## config.mk

```make
export PLATFORM = sky130hd
export DESIGN_NAME = vid_pack
export DESIGN_NICKNAME = d
export VERILOG_FILES = /design/src/rtl/vid_pack.sv
export SDC_FILE = /design/constraint.sdc
export NUM_CORES = 1
export LEC_CHECK = 0
export ABC_AREA = 0
export BUFFER_PORTS_ARGS = -buffer_cell sky130_fd_sc_hd__buf_2
export CELL_PAD_IN_SITES_DETAIL_PLACEMENT = 1
export CELL_PAD_IN_SITES_GLOBAL_PLACEMENT = 1
export CORE_ASPECT_RATIO = 0.5
export CORE_MARGIN = 3
export CORE_UTILIZATION = 33
export CTS_BUF_LIST = sky130_fd_sc_hd__clkbuf_16
export CTS_CLUSTER_SIZE = 16
export DETAILED_ROUTE_END_ITERATION = 6
export PLACE_DENSITY_LB_ADDON = 0.2
export SLEW_MARGIN = 20
export SYNTH_ARGS = -nofsm -noshare
export SYNTH_HDL_FRONTEND = slang
export SYNTH_SLANG_ARGS = --single-unit
```

## constraint.sdc

```tcl
create_clock -name pclk -period 6.4 [get_ports pclk]
set_clock_uncertainty 0.15 [all_clocks]
set_input_delay 0 -clock pclk [delete_from_list [all_inputs] [get_ports pclk]]
set_output_delay 0 -clock pclk [all_outputs]
set_load 0.005 [all_outputs]
```

## src/rtl/vid_pack.sv

```systemverilog
// vid_pack: packs DE-qualified video pixels into 128-bit words and hands them
// to the external async write FIFO as complete bursts of BURST_WORDS words.
// Each burst covers one half of a stored line, so it maps to exactly one
// 1024-byte DRAM chunk. The line number and half index of the burst being
// written are published alongside the data.
//
// Ports:
//   pclk        pixel clock (only clock)
//   rstn        asynchronous active-low reset
//   vsync       active-high vertical sync; a rising edge restarts line numbering
//               at the next line start
//   de          active-high data enable
//   pixel       pixel data, valid when de=1
//   fifo_full   write FIFO full; a word due while full is discarded
//   fifo_din    {burst-start marker, data[127:0]}, valid when fifo_wr_en=1
//   fifo_wr_en  FIFO write strobe
//   cline       {1'b0, line} of the current burst
//   cpxl        {1'b0, half}; half selects pixels 0..511 or 512..1023
//   burst_done  one-cycle pulse the cycle after the last word of a burst
//   ovf         sticky: a word or pixel was lost; cleared only by reset
module vid_pack #(
    parameter int PWIDTH      = 16,
    parameter int H_PIXELS    = 1024,
    parameter int BURST_WORDS = 64,
    parameter int LINE_BITS   = 11
) (
    input  logic              pclk,
    input  logic              rstn,
    input  logic              vsync,
    input  logic              de,
    input  logic [PWIDTH-1:0] pixel,
    input  logic              fifo_full,
    output logic [128:0]      fifo_din,
    output logic              fifo_wr_en,
    output logic [11:0]       cline,
    output logic [1:0]        cpxl,
    output logic              burst_done,
    output logic              ovf
);

    localparam int PIX_PER_WORD = 128 / PWIDTH;
    localparam int HCNT_W       = $clog2(H_PIXELS + 1);
    localparam int WCNT_W       = $clog2(BURST_WORDS);
    localparam int PCNT_W       = $clog2(PIX_PER_WORD);

    localparam logic [HCNT_W-1:0] HPIX_MAX  = HCNT_W'(H_PIXELS);
    localparam logic [HCNT_W-1:0] HALF_PIX  = HCNT_W'(H_PIXELS / 2);
    localparam logic [HCNT_W-1:0] HCNT_ONE  = HCNT_W'(1);
    localparam logic [PCNT_W-1:0] PCNT_LAST = PCNT_W'(PIX_PER_WORD - 1);
    localparam logic [PCNT_W-1:0] PCNT_ONE  = PCNT_W'(1);
    localparam logic [WCNT_W-1:0] WCNT_LAST = WCNT_W'(BURST_WORDS - 1);
    localparam logic [WCNT_W-1:0] WCNT_ONE  = WCNT_W'(1);
    localparam logic [LINE_BITS-1:0] LINE_ONE = LINE_BITS'(1);

    typedef enum logic [1:0] {
        IDLE = 2'd0,
        PACK = 2'd1,
        PAD  = 2'd2
    } state_t;

    // Places one pixel into its slot; slot k occupies bits [16k+15:16k].
    function automatic logic [127:0] slot_insert(
        input logic [127:0]      word,
        input logic [PCNT_W-1:0] slot,
        input logic [PWIDTH-1:0] pix
    );
        logic [127:0] res;
        res = word;
        res[slot*PWIDTH +: PWIDTH] = pix;
        return res;
    endfunction

    state_t                state_r;
    state_t                state_nxt_s;
    logic                  vs_d_r;
    logic                  de_d_r;
    logic                  vs_pend_r;
    logic                  drop_pend_r;
    logic [LINE_BITS-1:0]  line_r;
    logic [HCNT_W-1:0]     hcnt_r;
    logic [PCNT_W-1:0]     pcnt_r;
    logic [WCNT_W-1:0]     wcnt_r;
    logic [127:0]          shift_r;
    logic                  last_r;

    logic [128:0]          fifo_din_r;
    logic                  fifo_wr_en_r;
    logic [11:0]           cline_r;
    logic [1:0]            cpxl_r;
    logic                  burst_done_r;
    logic                  ovf_r;

    logic                  de_rise_s;
    logic                  vs_rise_s;
    logic                  accept_s;
    logic                  issue_s;
    logic                  line_start_s;
    logic                  line_end_s;
    logic                  drop_pix_s;
    logic                  drop_line_s;
    logic                  half_s;
    logic [127:0]          word_s;
    logic [HCNT_W-1:0]     last_idx_s;

    assign de_rise_s  = de & ~de_d_r;
    assign vs_rise_s  = vsync & ~vs_d_r;
    // Index of the most recently stored pixel; only used in PAD, where hcnt_r >= 1
    // whenever a partial word is still waiting.
    assign last_idx_s = hcnt_r - HCNT_ONE;

    // State register.
    always_ff @(posedge pclk or negedge rstn) begin
        if (!rstn) begin
            state_r <= IDLE;
        end else begin
            state_r <= state_nxt_s;
        end
    end

    // Next-state and per-cycle control decisions.
    always_comb begin
        state_nxt_s  = state_r;
        accept_s     = 1'b0;
        issue_s      = 1'b0;
        line_start_s = 1'b0;
        line_end_s   = 1'b0;
        drop_pix_s   = 1'b0;
        drop_line_s  = 1'b0;
        half_s       = 1'b0;
        word_s       = shift_r;
        case (state_r)
            IDLE: begin
                if (de_rise_s) begin
                    // The pixel on the rising-edge cycle is pixel 0 of the line.
                    accept_s     = 1'b1;
                    line_start_s = 1'b1;
                    word_s       = slot_insert(shift_r, pcnt_r, pixel);
                    state_nxt_s  = PACK;
                end else if (drop_pend_r && !de) begin
                    // A line that arrived during padding is counted once it ends.
                    drop_line_s = 1'b1;
                end else begin
                    state_nxt_s = IDLE;
                end
            end
            PACK: begin
                if (de) begin
                    state_nxt_s = PACK;
                    if (hcnt_r < HPIX_MAX) begin
                        accept_s = 1'b1;
                        word_s   = slot_insert(shift_r, pcnt_r, pixel);
                        half_s   = (hcnt_r >= HALF_PIX);
                        issue_s  = (pcnt_r == PCNT_LAST);
                    end else begin
                        // Pixels past the stored line width are silently ignored.
                        accept_s = 1'b0;
                    end
                end else begin
                    state_nxt_s = PAD;
                end
            end
            PAD: begin
                drop_pix_s = de;
                half_s     = (last_idx_s >= HALF_PIX);
                if ((pcnt_r == {PCNT_W{1'b0}}) && (wcnt_r == {WCNT_W{1'b0}})) begin
                    // Burst already complete (or nothing stored): leave without padding.
                    line_end_s  = 1'b1;
                    state_nxt_s = IDLE;
                end else begin
                    // shift_r is zero beyond the stored pixels, so one path covers
                    // both the partial word and the pure zero-fill words.
                    issue_s = 1'b1;
                    if (wcnt_r == WCNT_LAST) begin
                        line_end_s  = 1'b1;
                        state_nxt_s = IDLE;
                    end else begin
                        state_nxt_s = PAD;
                    end
                end
            end
            default: begin
                state_nxt_s = IDLE;
            end
        endcase
    end

    // Edge-detect history for vsync and de.
    always_ff @(posedge pclk or negedge rstn) begin
        if (!rstn) begin
            vs_d_r <= 1'b0;
            de_d_r <= 1'b0;
        end else begin
            vs_d_r <= vsync;
            de_d_r <= de;
        end
    end

    // Pending vsync and pending dropped-line flags.
    always_ff @(posedge pclk or negedge rstn) begin
        if (!rstn) begin
            vs_pend_r   <= 1'b0;
            drop_pend_r <= 1'b0;
        end else begin
            vs_pend_r   <= vs_rise_s | (vs_pend_r & ~line_start_s);
            drop_pend_r <= drop_pix_s | (drop_pend_r & ~drop_line_s);
        end
    end

    // Line counter: restarts at a line start after vsync, advances per finished line.
    always_ff @(posedge pclk or negedge rstn) begin
        if (!rstn) begin
            line_r <= {LINE_BITS{1'b0}};
        end else if (line_start_s && vs_pend_r) begin
            line_r <= {LINE_BITS{1'b0}};
        end else if (line_end_s || drop_line_s) begin
            line_r <= line_r + LINE_ONE;
        end else begin
            line_r <= line_r;
        end
    end

    // Pixel counters and the word assembly register.
    always_ff @(posedge pclk or negedge rstn) begin
        if (!rstn) begin
            hcnt_r  <= {HCNT_W{1'b0}};
            pcnt_r  <= {PCNT_W{1'b0}};
            shift_r <= 128'd0;
        end else begin
            if (line_start_s) begin
                hcnt_r <= HCNT_ONE;
            end else if (accept_s) begin
                hcnt_r <= hcnt_r + HCNT_ONE;
            end else if (line_end_s) begin
                hcnt_r <= {HCNT_W{1'b0}};
            end else begin
                hcnt_r <= hcnt_r;
            end
            // Clearing on issue keeps unused slots zero for the padded word.
            if (issue_s) begin
                pcnt_r  <= {PCNT_W{1'b0}};
                shift_r <= 128'd0;
            end else if (accept_s) begin
                pcnt_r  <= pcnt_r + PCNT_ONE;
                shift_r <= word_s;
            end else begin
                pcnt_r  <= pcnt_r;
                shift_r <= shift_r;
            end
        end
    end

    // Word counter advances on every issued word, written or discarded,
    // so burst alignment survives a full FIFO.
    always_ff @(posedge pclk or negedge rstn) begin
        if (!rstn) begin
            wcnt_r <= {WCNT_W{1'b0}};
        end else if (issue_s) begin
            wcnt_r <= wcnt_r + WCNT_ONE;
        end else begin
            wcnt_r <= wcnt_r;
        end
    end

    // FIFO write port, burst tag outputs, burst completion and overflow flag.
    always_ff @(posedge pclk or negedge rstn) begin
        if (!rstn) begin
            fifo_din_r   <= 129'd0;
            fifo_wr_en_r <= 1'b0;
            cline_r      <= 12'd0;
            cpxl_r       <= 2'd0;
            last_r       <= 1'b0;
            burst_done_r <= 1'b0;
            ovf_r        <= 1'b0;
        end else begin
            fifo_wr_en_r <= issue_s & ~fifo_full;
            if (issue_s && !fifo_full) begin
                fifo_din_r <= {(wcnt_r == {WCNT_W{1'b0}}), word_s};
            end else begin
                fifo_din_r <= fifo_din_r;
            end
            if (issue_s && (wcnt_r == {WCNT_W{1'b0}})) begin
                cline_r <= {{(12-LINE_BITS){1'b0}}, line_r};
                cpxl_r  <= {1'b0, half_s};
            end else begin
                cline_r <= cline_r;
                cpxl_r  <= cpxl_r;
            end
            last_r       <= issue_s & (wcnt_r == WCNT_LAST);
            burst_done_r <= last_r;
            ovf_r        <= ovf_r | (issue_s & fifo_full) | drop_pix_s;
        end
    end

    assign fifo_din   = fifo_din_r;
    assign fifo_wr_en = fifo_wr_en_r;
    assign cline      = cline_r;
    assign cpxl       = cpxl_r;
    assign burst_done = burst_done_r;
    assign ovf        = ovf_r;

endmodule

```

==> flow_summary.ini, run 1 <==
[run_status]
outcome = finished, final reports clean

[cells_and_area]
multi_input_area_um2 = 4892
drive_gt1_share_pct = 19.95
antenna_cells = 0
final_util_pct = 39.76
nets = 1336
fill_cells = 4297
seqCellArea_um2 = 7757
area_growth_pct = 18.10

[worst_setup_path]
path_class = reg -> reg
r2r_cells = 8
path_max_fanout = 45
start_kind = flop
r2r_start = pcnt_r[0]
critPathRequiredTime_ps = 6760
critPathArrivalTime_ps = 3650
worst_setup_path_startpoint = pcnt_r[0]
cp-end-kind = flop

[die]
die_h_um = 147.4
initial_utilization_pct = 33.66
core_um2 = 39180
die-area_um2 = 42550
row_count = 51
fp.dieW_um = 288.7
io_pins = 167

[drt]
drc_errors = 0
totalWireLength_um = 38360
wl_per_cell_um = 20.70
drt_iter0_drc = 912
postRouteAntennaNets = 0
vias_per_cell = 5.409
drt_pass1_iterations = 5
vias = 10020

[placed_design]
detailed_place_hpwl_um = 24670
place.gp.congestion = 0.8021
pre_cts_ws_ps = 2754
portBuffers = 164

[synthesis]
syn_area_per_cell_um2 = 11.25
synth_edf_count = 0
yosys_register_bits = 310
synth_cell_type_count = 65
ys_warn_count = 0
synth-async-reset-ratio_pct = 100.0
yosysSeqAreaShare_pct = 58.82
synthFlopType = dfrtp_1
syn_area_um2 = 13190
syn_inst = 1172

[clock_network]
clk_latency_ps = 570
cts.path.max_buffers = 3
cts.sinks = 310
cts_tree = yes
clkTransAtPathRegs_ps = 70
cts_buffers = 30
h-tree-depth = 1
ctsRootBufferMaster = clkbuf_16

[timing]
period_share_pct = 51.43
clock.fmax_mhz = 303.8
drv_slew = 0
fin_ws_ps = 3108
setup-violations-final = 0
final.setup.tns_ps = 0
rsz0062_at_grt = false
relSlewSlack_pct = 31.39
worst_pin_slew_ps = 1024
hold_viol = 0
fin_crit_ps = 3292

[global_routing]
grt_pass1_wl_um = 61020
grt_max_degree = 185
grt_pass1_vias = 10400
grt_overflow_total = 0
antenna_found_initial = 0
grt_usage_pct = 18.09

[pwr]
p_leak_uw = 0.007044
total_power_uw = 6906
p_per_area_nw_per_um2 = 443.4
vdd_ir_drop_max_mv = 0.1928

[min_path]
worstHoldStart = vsync
hp-class = in -> reg
hold_depth = 4

[run]
cap_violations = 0
per-layer routing:
| layer | track usage, % | part of all wire, % | up-vias | wire length, um |
|---|---|---|---|---|
| met5 | 0 | 0 | - | 0 |
| met4 | 3.722 | 1.7 | 0 | 666 |
| met3 | 3.054 | 4.0 | 44 | 1537 |
| met2 | 29.90 | 48 | 169 | 18280 |
| met1 | 25.13 | 47 | 5234 | 17880 |
| li1 | - | - | 4576 | - |
metrics by stage:
step | area (um^2) | std cells | hold WS (ps)
global placement | 14260 | 1772 | -13.56
floorplan | 13190 | 1173 | -445.6
detailed placement | 14270 | 1772 | -9.154
global route | 15580 | 1853 | 102.4
finish | 15580 | 1853 | 112.0
CTS | 15470 | 1849 | 21.42
cells in the final DEF, fill, tap and decap left out, drive strengths merged, types with 7 or more instances in the layout:
cell | netlist | layout
a22oi | 125 | 125
a21oi | 137 | 137
nand3 | 13 | 13
a22o | 16 | 16
inv | 12 | 18
ha | 16 | 16
buf | 76 | 174
dlygate4sd3 | 0 | 22
dfrtp | 310 | 310
clkbuf | 26 | 31
clkinv | 0 | 14
xor2 | 8 | 8
nor2 | 193 | 193
nand2 | 35 | 35
xnor2 | 7 | 7
mux2 | 13 | 13
o21ai | 28 | 28
and3 | 7 | 7
a32o | 80 | 80
nor3 | 11 | 11
synthesized netlist by cell type, drive strengths merged (2+ instances only):
| cell | number | area (um^2) |
|---|---|---|
| nand4 | 6 | 43.79 |
| clkbuf | 26 | 98.84 |
| nand2 | 35 | 138.9 |
| inv | 12 | 45.04 |
| a32oi | 4 | 35.03 |
| nand4b | 2 | 17.52 |
| o31ai | 2 | 15.01 |
| dfrtp | 310 | 7757 |
| and3 | 7 | 43.79 |
| nor2 | 193 | 782.0 |
| nor2b | 4 | 32.53 |
| mux2 | 13 | 146.4 |
| nand3 | 13 | 82.58 |
| xor2 | 8 | 70.07 |
| or4 | 2 | 22.52 |
| a22o | 16 | 140.1 |
| nand3b | 2 | 15.01 |
| and3b | 3 | 30.03 |
| ha | 16 | 200.2 |
| and4 | 3 | 26.28 |
| buf | 76 | 426.7 |
| a31oi | 3 | 18.77 |
| o21ai | 28 | 151.4 |
| o2111ai | 2 | 17.52 |
| a32o | 80 | 800.8 |
| nor3 | 11 | 98.85 |
| or4b | 2 | 23.77 |
| o211ai | 3 | 22.52 |
| or3 | 6 | 42.54 |
| a22oi | 125 | 938.4 |
| a21oi | 137 | 700.7 |
| xnor2 | 7 | 61.31 |
kinds of logic after synthesis:
group                    after synthesis  share of synthesized area [%]
AND/OR/NAND/NOR                      295                          11.07
AO/OA/AOI/OAI                        408                          22.13
multiplexers                          13                          1.110
other                                  1                        0.02843
adder cells (fa/ha/maj)               16                          1.518
XOR/XNOR                              15                         0.9961
flip-flops                           310                          58.82
buffers and inverters                114                          4.326
what timing repair did:
action / in CTS / in global routing
hold endpoints to repair: 405 / 32
resized for setup: 0 / 0
setup buffers: 0 / 0
hold buffers: 21 / 1
worst max-delay path, cell delays in order (launching register included):
cell and delay [ps]:
dfrtp_1 500, inv_1 180, ha_1 200, ha_1 300, nor2b_1 270, a21o_4 200, nand2_2 560, a21oi_4 640
a22o_1 220
path summary, 6_finish.rpt:
| kind | to | slack, ps |
|---|---|---|
| max | shift_r[125] | 3110 |
| min | vs_pend_r | 110 |
| max reg2reg | shift_r[125] | 3110 |
| min reg2reg | burst_done | 200 |
| max in group asynchronous | shift_r[41] | 4100 |
| min in group asynchronous | fifo_din[91] | 270 |
registers in the layout (all words and copies together) (netlist names):
name / flops
burst_done: 1
cline: 11
cpxl: 1
de_d_r: 1
drop_pend_r: 1
fifo_din: 129
fifo_wr_en: 1
hcnt_r: 11
last_r: 1
line_r: 11
ovf: 1
pcnt_r: 3
shift_r: 128
state_r: 2
vs_d_r: 1
vs_pend_r: 1
wcnt_r: 6
where the power goes:
group / total [uW] / internal, uW / switching (uW)
Combinational: 2060 / 897 / 1170
Sequential: 3020 / 2620 / 400
Clock: 1820 / 1040 / 784
layout make-up:
class | count | area share (%)
sequential | 310 | 49.80
clock buffer | 31 | 4.980
inverter | 12 | 0.2892
tap | 530 | 4.257
clock inverter | 25 | 1.406
multi-input combinational | 749 | 31.41
timing repair buffer | 196 | 7.856
(Power assumes the default switching activity.)
==> run 2, diff against run 1 <==
Clock period 6.4 ns to 3.44 ns, I/O delays scaled along.
==> run 2 against run 1 <==
  * Sequential power rose by 87%
  * Final area rose by 0.57%
  * Clock-buffer cell count fell by 1
  * Setup slack got worse by 2800 ps
  * Routed wire length rose by 2.9%
  * Critical path type unchanged
  * Final cell count rose by 0.54%
  * Non-clock buffer count rose by 10
  * Sequential share of layout area fell by 0.28 points
==> flow_summary.ini, run 2 (synthesized netlist as in run 1, its figures left out) <==
[clock_network]
cts_tree = yes
cts_buffers = 30
clkTransAtPathRegs_ps = 70
ctsRootBufferMaster = clkbuf_16
cts.sinks = 310
h-tree-depth = 1
clk_latency_ps = 580
cts.path.max_buffers = 3

[timing]
final.setup.tns_ps = 0
fin_crit_ps = 3125
relSlewSlack_pct = 39.93
clock.fmax_mhz = 320.0
worst_pin_slew_ps = 901.0
drv_slew = 0
hold_viol = 0
setup-violations-final = 0
period_share_pct = 90.83
rsz0062_at_grt = false

[drt]
drt_iter0_drc = 754
postRouteAntennaNets = 0
drt_pass1_iterations = 5
wl_per_cell_um = 21.18
totalWireLength_um = 39470
vias_per_cell = 5.463
drc_errors = 0
vias = 10180

[cells_and_area]
final_common_cell = dfrtp_1
largest_reg_flops = 129
final_util_pct = 39.98
area_growth_pct = 18.77
drive_gt1_share_pct = 20.71
nets = 1346
fill_cells = 4313
antenna_cells = 0
final_cell_mix = 310 x dfrtp_1, 184 x nor2_1, 163 x buf_2

[global_routing]
grt_pass1_wl_um = 62270
grt_pass1_vias = 10490
grt_overflow_total = 0
grt_max_degree = 125
antenna_found_initial = 0
grt_usage_pct = 18.50

[pwr]
p_sw_uw = 4446
p_comb_share_pct = 29.7
power.clock.fraction_pct = 27.0
internal-power_uw = 8598
p_leak_uw = 0.007096
p_seq_share_pct = 43.3
p_per_area_nw_per_um2 = 832.7
p_sw_share_pct = 34.08
vdd_ir_drop_max_mv = 0.3672

[run]
cap_violations = 0

[worst_setup_path]
critPathRequiredTime_ps = 3790
cp-end-kind = flop
reg2reg_to = fifo_din[32]
r2r_cells = 8
start_kind = flop
path_class = reg -> reg
path_max_fanout = 16
critPathArrivalTime_ps = 3480
r2r_start = pcnt_r[0]
reg2reg_slack_ps = 320

[placed_design]
detailed_place_hpwl_um = 25720
place.gp.congestion = 0.7998
portBuffers = 164

[die]
initial_utilization_pct = 33.66
core_um2 = 39180
io_pins = 167
die_h_um = 147.4
die-area_um2 = 42550
fp.dieW_um = 288.7
row_count = 51

[min_path]
worstHoldStart = vsync
hp-class = in -> reg
hold_end = vs_pend_r
hold_depth = 4

[run_status]
outcome = finished, final reports clean
==> run 2: per-layer routing <==
| metal | track usage, % | up-vias | part of all wire, % |
|---|---|---|---|
| met1 | 26.61 | 5347 | 46 |
| met5 | 0 | - | 0 |
| met3 | 3.008 | 39 | 4.5 |
| met2 | 30.00 | 211 | 48 |
| met4 | 2.918 | 0 | 1.3 |
| li1 | - | 4581 | - |
==> run 2: stage by stage <==
step           cell area [um^2]  total power [uW]  hold WS, ps  std cells  setup slack, ps
6_report                  15670             13040        93.15       1863            315.4
5_1_grt                   15670             13970        97.26       1863            81.30
4_1_cts                   15670             13250        70.45       1863            359.8
3_5_place_dp              14410              9633       -35.01       1785            381.7
3_3_place_gp              14410              9430       -52.42       1785            519.3
2_1_floorplan             13190              7870       -445.6       1173            899.4
==> run 2: repair_timing <==
action | in CTS | in global routing
hold buffers | 22 | 0
gates resized for setup | 0 | 0
buffers inserted | 0 | 0
hold endpoints to repair | 592 | 0
==> run 2: layout make-up <==
cell class	instances	area, um^2	area share, %
Tap cell	530	663.1	4.233
Sequential cell	310	7757	49.52
Clock buffer	30	750.7	4.792
Inverter	12	45.04	0.2875
Timing Repair Buffer	206	1289	8.227
Clock inverter	26	284.0	1.813
Multi-Input combinational cell	749	4876	31.13
==> run 2: worst max path at each step <==
stage | startpoint | endpoint | slack [ps] | depth (start not counted)
6_report | pcnt_r[0] | fifo_din[32] | 320 | 8
3_5_place_dp | pcnt_r[0] | fifo_din[44] | 380 | 8
5_1_grt | pcnt_r[0] | fifo_din[46] | 80 | 8
4_1_cts | pcnt_r[0] | fifo_din[32] | 360 | 8
2_1_floorplan | pcnt_r[0] | fifo_din[100] | 900 | 11
3_3_place_gp | pcnt_r[0] | fifo_din[44] | 520 | 8
==> run 2: critical path: stages (launching register included) <==
cell and delay [ps]:
dfrtp_1 540, inv_1 170, ha_1 250, ha_1 490, nand2b_1 220, or4_4 510
nor2_4 380, a22oi_1 140, a21oi_1 180
==> run 2: power by group through the flow <==
stage | clock network (uW) | registers, uW | logic [uW]
after floorplan | 0 | 5590 | 2280
after global placement | 0 | 5670 | 3760
after detailed placement | 0 | 5720 | 3910
after CTS | 3620 | 5670 | 3950
after global routing | 3810 | 5810 | 4360
final | 3520 | 5650 | 3870
==> run 3, diff against run 2 <==
Settings changed: CELL_PAD_IN_SITES_DETAIL_PLACEMENT 1 to unset, CELL_PAD_IN_SITES_GLOBAL_PLACEMENT 1 to unset, CORE_ASPECT_RATIO 0.5 to unset.
==> run 3 against run 2 <==
  * The run now ends with hold timing left
  * Clock power rose by 10%
  * Fmax increased by 1.3%
  * Register-to-register slack better by 40 ps
  * Routed wire length is 4.5% lower
  * Critical path type unchanged
  * Critical endpoint is now fifo_din[39]
  * Largest power group unchanged
==> flow_summary.ini, run 3 (synthesized netlist as in run 1, its figures left out) <==
[run_status]
outcome = complete, but fails checks
failed_checks = hold timing

[cells_and_area]
stdcell_area_um2 = 15840
seqCellArea_um2 = 7757
area_growth_pct = 20.10
largest_reg_flops = 129
final_common_cell = dfrtp_1
final_cell_mix = 310 x dfrtp_1, 184 x nor2_1, 163 x buf_2
nets = 1356
antenna_cells = 0
drive_gt1_share_pct = 20.71
multi_input_area_um2 = 4876
fill_cells = 3881

[run]
cap_violations = 0

[die]
io_pins = 167
die_h_um = 205.9
fp.dieW_um = 205.9
row_count = 72
die-area_um2 = 42400
initial_utilization_pct = 33.73
core_um2 = 39100

[clock_network]
ctsRootBufferMaster = clkbuf_16
cts-resized-gates = 0
h-tree-depth = 2
clk_latency_ps = 540
cts_buffers = 37
cts.path.max_buffers = 3
clkTransAtPathRegs_ps = 60
cts_tree = yes
cts.sinks = 310

[timing]
rsz0062_at_grt = false
hold_viol = 22
final.setup.tns_ps = 0
drv_slew = 0
period_share_pct = 89.65
fin_crit_ps = 3084
whs_ps = -69.82
setup-violations-final = 0
worst_pin_slew_ps = 847.5
relSlewSlack_pct = 43.50
clock.fmax_mhz = 324.3

[worst_setup_path]
r2r_start = pcnt_r[0]
crit_path_frequent_cell = ha_1
path_class = reg -> reg
critPathArrivalTime_ps = 3390
reg2reg_slack_ps = 360
path_depth = 8
reg2reg_to = fifo_din[39]
worst_setup_path_startpoint = pcnt_r[0]
path_max_fanout = 16
crit_chain = inv_1 > ha_1 > ha_1 > nand2b_1 > or4_4 > nor2_4 > a22oi_1 > a21oi_1
endpoint = fifo_din[39]
start_kind = flop
r2r_cells = 8
critPathRequiredTime_ps = 3750
cp-end-kind = flop
crit_path_top_delay_cell = dfrtp_1
critPathBufInv = 1
critPathTopFamily = simple AND/OR/NAND/NOR gates
max_stage_delay_ps = 540

[pwr]
p_per_area_nw_per_um2 = 839.9
p_sw_share_pct = 33.08
p_comb_share_pct = 28.4
p_sw_uw = 4401
p_seq_share_pct = 42.4
p_leak_uw = 0.007222
internal-power_uw = 8904
total_power_uw = 13300
power.clock.fraction_pct = 29.2
vdd_ir_drop_max_mv = 0.4481

[drt]
vias_per_cell = 5.321
totalWireLength_um = 37690
vias = 9924
drt_iter0_drc = 598
drc_errors = 0
drt_pass1_iterations = 5
postRouteAntennaNets = 0
wl_per_cell_um = 20.21

[global_routing]
antenna_found_initial = 0
grt_pass1_wl_um = 58570
grt_usage_pct = 17.80
grt_overflow_total = 0
grt_pass1_vias = 9856
grt_max_degree = 102

[min_path]
hp-class = in -> async

[placed_design]
place.gp.congestion = 0.7643
placed_area_um2 = 14450
detailed_place_hpwl_um = 23690
portBuffers = 164
==> run 3: through the flow <==
step                      hold WS, ps  cells  utilization [%]  setup WS (ps)
after global routing            20.48   1865            40.51          152.8
after floorplan                -445.6   1173                -          899.4
after detailed placement       -12.80   1778            36.95          383.2
after global placement         -22.72   1778            36.95          526.5
after CTS                      0.6830   1865            40.51          390.1
final                          -69.82   1865            40.51          356.0
==> run 3: worst min-delay path by stage <==
| stage | start | to |
|---|---|---|
| 5_1_grt | rstn | fifo_din[90] |
| 4_1_cts | rstn | fifo_din[86] |
| 3_3_place_gp | rstn | fifo_din[90] |
| 6_report | rstn | fifo_din[90] |
| 3_5_place_dp | rstn | fifo_din[86] |
| 2_1_floorplan | rstn | burst_done |
==> run 3: cell type report <==
cell class	instances	area share [%]
timing repair buffer	209	8.325
sequential	310	48.97
inverter	12	0.2844
clock buffer	39	6.161
tap	518	4.092
multi-input combinational	749	30.78
clock inverter	28	1.382
==> run 3: what timing repair did <==
item / 4_1_cts / 5_1_grt
hold endpoints to repair: 539 / 0
buffers inserted: 0 / 0
hold buffers: 20 / 0
==> run 3: power by group through the flow <==
stage / logic [uW] / clock network, uW / registers, uW
global route: 4310 / 4160 / 5800
finish: 3780 / 3880 / 5640
detailed placement: 3840 / 0 / 5700
floorplan: 2280 / 0 / 5590
global placement: 3780 / 0 / 5690
CTS: 3880 / 3990 / 5660
==> run 3: per-layer routing <==
metal	GRT usage [%]	routed length (um)
met5	0	0
met4	5.552	828
met3	3.717	2105
met2	27.53	17390
met1	25.20	17370
